File: config.mk
export PLATFORM = sky130hd
export DESIGN_NAME = writeback_queue
export DESIGN_NICKNAME = d
export VERILOG_FILES = /design/src/rtl/writeback_queue.sv
export SDC_FILE = /design/constraint.sdc
export NUM_CORES = 1
export LEC_CHECK = 0
export CORE_UTILIZATION = 30
export DETAILED_ROUTE_END_ITERATION = 7
export PLACE_DENSITY = 0.53
export RECOVER_POWER = 100
export SKIP_CTS_REPAIR_TIMING = 1
export SYNTH_ARGS = -nofsm -noshare
export SYNTH_HDL_FRONTEND = slang
export SYNTH_SLANG_ARGS = --single-unit
File: constraint.sdc
create_clock -name clk -period 7.4 [get_ports clk]
set_input_delay 2.22 -clock clk [delete_from_list [all_inputs] [get_ports clk]]
set_output_delay 2.22 -clock clk [all_outputs]
set_load 0.05 [all_outputs]
File: src/rtl/writeback_queue.sv
// Multi-lane writeback queue between EX and the register file: in-order circular
// buffer with compacted multi-lane enqueue, multi-port drain and a bypass lookup.

module writeback_queue_lane #(
  parameter int W_RD = 5
) (
  input  logic            v,
  input  logic            wb,
  input  logic [W_RD-1:0] rd_num,
  output logic            take
);
  assign take = v & wb & (rd_num != '0);
endmodule

module writeback_queue #(
  parameter int WORD  = 32,
  parameter int W_RD  = 5,
  parameter int NLANE = 2,
  parameter int NPORT = 1,
  parameter int DEPTH = 4
) (
  input  logic                  clk,
  input  logic                  rst,
  input  logic [NLANE-1:0]      v_i,
  input  logic [NLANE-1:0]      wb_i,
  input  logic [NLANE*W_RD-1:0] rd_num_i,
  input  logic [NLANE*WORD-1:0] rd_data_i,
  output logic                  stall_o,
  output logic [NPORT-1:0]      wb_o,
  output logic [NPORT*W_RD-1:0] wbr_num_o,
  output logic [NPORT*WORD-1:0] wb_data_o,
  input  logic [W_RD-1:0]       q_num_i,
  output logic                  q_hit_o,
  output logic [WORD-1:0]       q_data_o
);
  localparam int PW = (DEPTH > 1) ? $clog2(DEPTH) : 1;
  localparam int CW = $clog2(DEPTH + 1);

  logic [W_RD-1:0] num_q  [DEPTH];
  logic [WORD-1:0] data_q [DEPTH];
  logic [PW-1:0]   head_q, tail_q;
  logic [CW-1:0]   count_q;

  logic [NLANE-1:0][W_RD-1:0] lane_num;
  logic [NLANE-1:0][WORD-1:0] lane_data;
  logic [NLANE-1:0]           take;
  logic [NLANE-1:0][PW-1:0]   slot;
  int                         acc;

  logic [NPORT-1:0]           pres, en;
  logic [NPORT-1:0][W_RD-1:0] p_num, o_num;
  logic [NPORT-1:0][WORD-1:0] p_data, o_data;
  int                         n_drain;

  assign lane_num  = rd_num_i;
  assign lane_data = rd_data_i;

  for (genvar k = 0; k < NLANE; k++) begin : g_lane
    writeback_queue_lane #(.W_RD(W_RD)) u_lane (
      .v      (v_i[k]),
      .wb     (wb_i[k]),
      .rd_num (lane_num[k]),
      .take   (take[k])
    );
  end

  // Stall depends only on registered count, so it never loops back through v_i.
  assign stall_o = (DEPTH - int'(count_q)) < NLANE;

  always_comb begin
    acc = 0;
    for (int k = 0; k < NLANE; k++) begin
      slot[k] = PW'((int'(tail_q) + acc) % DEPTH);
      if (take[k] && !stall_o) acc = acc + 1;
    end
  end

  always_comb begin
    n_drain = 0;
    for (int p = 0; p < NPORT; p++) begin
      pres[p]   = p < int'(count_q);
      p_num[p]  = num_q[PW'((int'(head_q) + p) % DEPTH)];
      p_data[p] = data_q[PW'((int'(head_q) + p) % DEPTH)];
      if (pres[p]) n_drain = n_drain + 1;
    end
    // An older presented entry is suppressed if a younger one targets the same register.
    for (int p = 0; p < NPORT; p++) begin
      en[p] = pres[p];
      for (int q = p + 1; q < NPORT; q++)
        if (pres[q] && p_num[q] == p_num[p]) en[p] = 1'b0;
      o_num[p]  = en[p] ? p_num[p]  : '0;
      o_data[p] = en[p] ? p_data[p] : '0;
    end
  end

  assign wb_o      = en;
  assign wbr_num_o = o_num;
  assign wb_data_o = o_data;

  always_comb begin
    q_hit_o  = 1'b0;
    q_data_o = '0;
    for (int i = 0; i < DEPTH; i++) begin
      if (i < int'(count_q) && q_num_i != '0 &&
          num_q[PW'((int'(head_q) + i) % DEPTH)] == q_num_i) begin
        q_hit_o  = 1'b1;
        q_data_o = data_q[PW'((int'(head_q) + i) % DEPTH)];
      end
    end
  end

  always_ff @(posedge clk or negedge rst) begin
    if (!rst) begin
      head_q  <= '0;
      tail_q  <= '0;
      count_q <= '0;
    end else begin
      head_q  <= PW'((int'(head_q) + n_drain) % DEPTH);
      tail_q  <= PW'((int'(tail_q) + acc) % DEPTH);
      count_q <= CW'(int'(count_q) - n_drain + acc);
    end
  end

  // Accepted slots are always free, so writes never collide with entries being drained.
  always_ff @(posedge clk) begin
    for (int k = 0; k < NLANE; k++) begin
      if (take[k] && !stall_o) begin
        num_q[slot[k]]  <= lane_num[k];
        data_q[slot[k]] <= lane_data[k];
      end
    end
  end
endmodule

==> flow_metrics.py <==
metrics = {
    "status": {
        "status": "finished with violations",
        "violations": "max-capacitance violations, max-slew violations",
    },
    "setup_path": {
        "slowest_delay_ns": 0.65,
        "cp_cell_sequence": "clkdlybuf4s50_1 -> nor3_1 -> a211o_1 -> a211o_2 -> nor2_8 -> buf_12 -> mux2i_1 -> o311ai_1 -> buf_12",
        "critPathKind": "input pin to primary output",
        "crit_fanout": 24,
        "crit_required_ns": 5.18,
        "cpMostUsedCell": "buf_12",
        "cp_slowest_cell": "clkdlybuf4s50_1",
        "start_kind": "input pin",
        "crit_family": "compound AO/OA/AOI/OAI gates",
        "worst_setup_path_end_kind": "primary output",
        "crit_buf_inv": 3,
        "cp.arrival_ns": 4.99,
    },
    "timing": {
        "report.final.slew_viol_count": 156,
        "tns_ns": 0,
        "finalSetupViolCount": 0,
        "fmax_mhz": 139,
        "skew_ns": 0.00920,
        "period_minus_slack_ns": 7.21,
        "max_slew.worst_pin.slew_ns": 2.14,
        "maxSlewHeadroom_pct": -42.5,
        "grt_setup_unrepaired": "no",
        "hold_violations": 0,
        "min_period_over_period_pct": 97.5,
    },
    "layout": {
        "nets": 1291,
        "layout.core_utilization_pct": 37.7,
        "drive_above_1_share_pct": 32.3,
        "area_growth_pct": 22.6,
    },
    "power": {
        "p_sw_share_pct": 48.2,
        "cellLeakagePower_nw": 5.17,
        "switchingPower_mw": 2.91,
        "seqPwrFrac_pct": 22.2,
        "irDropWorstVdd_uv": 318,
        "combPwrFrac_pct": 64.7,
        "power.density_nw_per_um2": 400,
        "pwr-share-clk_pct": 13.1,
        "internal-power_mw": 3.13,
    },
    "drt": {
        "drc": 0,
        "detail-route-antenna-nets": 0,
        "num_vias": 9133,
        "post_drt_wl_per_cell_um": 21.3,
        "drt_first_pass_iters": 5,
        "via_per_inst": 5.26,
        "drt_iter0_markers": 428,
        "wl_um": 37000,
    },
    "floorplan": {
        "die_area_um2": 41900,
        "fp-row-count": 73,
        "fp.dieH_um": 205,
        "top_level_ports": 157,
        "core_area_um2": 40100,
        "start_util_pct": 30.8,
        "die_w_um": 205,
    },
    "clock_network": {
        "clockBufferDepth": 2,
        "htreeDepth": 4,
        "path_clk_slew_ns": 0.06,
        "clock_latency_ns": 0.44,
        "cts_tree": "done",
        "root_buffer": "clkbuf_16",
        "cts_buffers": 17,
        "clock-sinks": 155,
    },
    "global_routing": {
        "grt_pass1_vias": 9300,
        "grt_pass1_wl_um": 55500,
        "overflow": 0,
        "grtUsageTotal_pct": 17.8,
        "antenna_found_initial": 3,
        "grt_max_degree": 227,
    },
    "placement": {
        "finalWeightedCongestion": 0.735,
        "port_buffers": 156,
        "dpl.hpwl_um": 22800,
    },
    "synthesis": {
        "synth_edf_count": 148,
        "synth.distinct_cells": 45,
        "postSynthCellCount": 1091,
        "avgSynthCellArea_um2": 11.3,
        "synth_fp_nets": 1185,
        "seq_area_frac_synth_pct": 37.4,
        "synth_top_cell_by_area": "edfxtp_1",
        "ys.flop_type": "edfxtp_1",
        "synth.top_cells.by_area": "edfxtp_1, mux2_2, mux2i_1, o311ai_2, mux4_2",
        "synth_top_area_share_pct": 36.0,
        "yosys_register_bits": 155,
        "async_reset_ff_share_pct": 4.52,
        "synth_area_um2": 12300,
        "yosysWarnings": 0,
    },
    "worst_hold_path": {
        "min_path_type": "flop to flop",
    },
    "job": {
        "cap_violations": 6,
    },
}
## layer usage
metal  routed length (um)  global-route usage, %  vias to the layer above
met5                   27                      0                        -
met1                16300                   22.1                     4538
met4                  664                   5.81                        4
li1                     -                      -                     4358
met3                 1670                   3.56                       46
met2                18400                   30.8                      187
## kinds of logic (layout without fill, tap and decap cells)
logic type | count (synthesis) | in the layout | synth area share (%)
buf+inv | 142 | 261 | 5.30
xor+xnor | 25 | 25 | 1.78
fa+ha+maj | 9 | 9 | 0.974
simple gates | 224 | 224 | 9.10
mux | 363 | 363 | 34.0
compound gates | 173 | 173 | 11.4
flops | 155 | 155 | 37.4
other cells | 0 | 1 | 0
## per-stage QoR
stage | power [mW] | setup WS, ns | hold WS (ns) | std cells | instance area (um2)
after floorplan | 4.15 | 0.300 | 0.523 | 1091 | 12300
after global placement | 5.36 | 0.282 | 0.583 | 1703 | 14800
after detailed placement | 5.39 | 0.229 | 0.618 | 1703 | 14800
after CTS | 6.20 | 0.216 | 0.633 | 1735 | 15300
after global routing | 6.41 | 0.0654 | 0.615 | 1736 | 15100
final | 6.04 | 0.187 | 0.592 | 1736 | 15100
## state kept, by name, summed over array words and instances, names as in the netlist
register,count
count_q,3
data_q,128
head_q,2
num_q,20
tail_q,2
## Yosys cell counts, drive strengths merged (33+ instances only)
master  count
a21oi      34
buf        47
clkbuf     53
edfxtp    148
inv        42
mux2      245
mux2i      99
nand2      67
nor2       72
nor3       35
o211ai     35
o21ai      33
## final cells by class
class / count / area, um2
diodes: 1 / 2.50
clock buffers: 21 / 440
clock inverters: 11 / 75.1
fillers: 3902 / 25000
inverters: 42 / 158
multi-input cells: 794 / 7020
flip-flops and latches: 155 / 4620
well taps: 525 / 657
repair buffers: 187 / 2150
## power by group through the flow
stage	Sequential, mW	Clock, mW	Combinational, mW
floorplan	1.24	0	2.91
global placement	1.35	0	4.00
detailed placement	1.36	0	4.03
CTS	1.34	0.809	4.05
global route	1.37	0.835	4.20
finish	1.34	0.793	3.91
## worst reg2reg max path, delay by kind of cell (launching register included)
| kind | cells | cell delay, ns |
|---|---|---|
| AO/OA/AOI/OAI | 2 | 0.65 |
| buffers and inverters | 3 | 2.01 |
| AND/OR/NAND/NOR | 3 | 0.70 |
| flip-flops | 1 | 0.46 |
| adder cells (fa/ha/maj) | 2 | 0.67 |
## final timing paths
path,slack [ns],start,endpoint,depth (start not counted)
max in group asynchronous,5.01,rst,head_q[1]$_DFF_PN0_,1
max reg2reg,2.48,count_q[1]$_DFF_PN0_,data_q[0][7]$_DFFE_PP_,10
min reg2reg,0.59,tail_q[0]$_DFF_PN0_,tail_q[0]$_DFF_PN0_,1
min,0.59,tail_q[0]$_DFF_PN0_,tail_q[0]$_DFF_PN0_,1
min in group asynchronous,2.11,rst,tail_q[0]$_DFF_PN0_,1
max,0.19,q_num_i[1],q_data_o[25],9
## placed cells by master (no fill, tap or decap), drive strengths merged, types with 3 or more instances in the layout
cell type	count
nand4	3
xor2	5
o211ai	35
o311ai	32
clkdlybuf4s50	84
clkbuf	34
mux2	245
buf	51
edfxtp	148
nor2	72
dlygate4sd3	39
or3b	32
clkinv	6
a211oi	32
nand3	3
mux4	19
xnor2	20
o21ai	33
a21oi	34
nor3	35
mux2i	99
dfrtp	7
inv	42
clkinvlp	5
nor2b	4
nand2	67
ha	8
(Power assumes the default switching activity.)
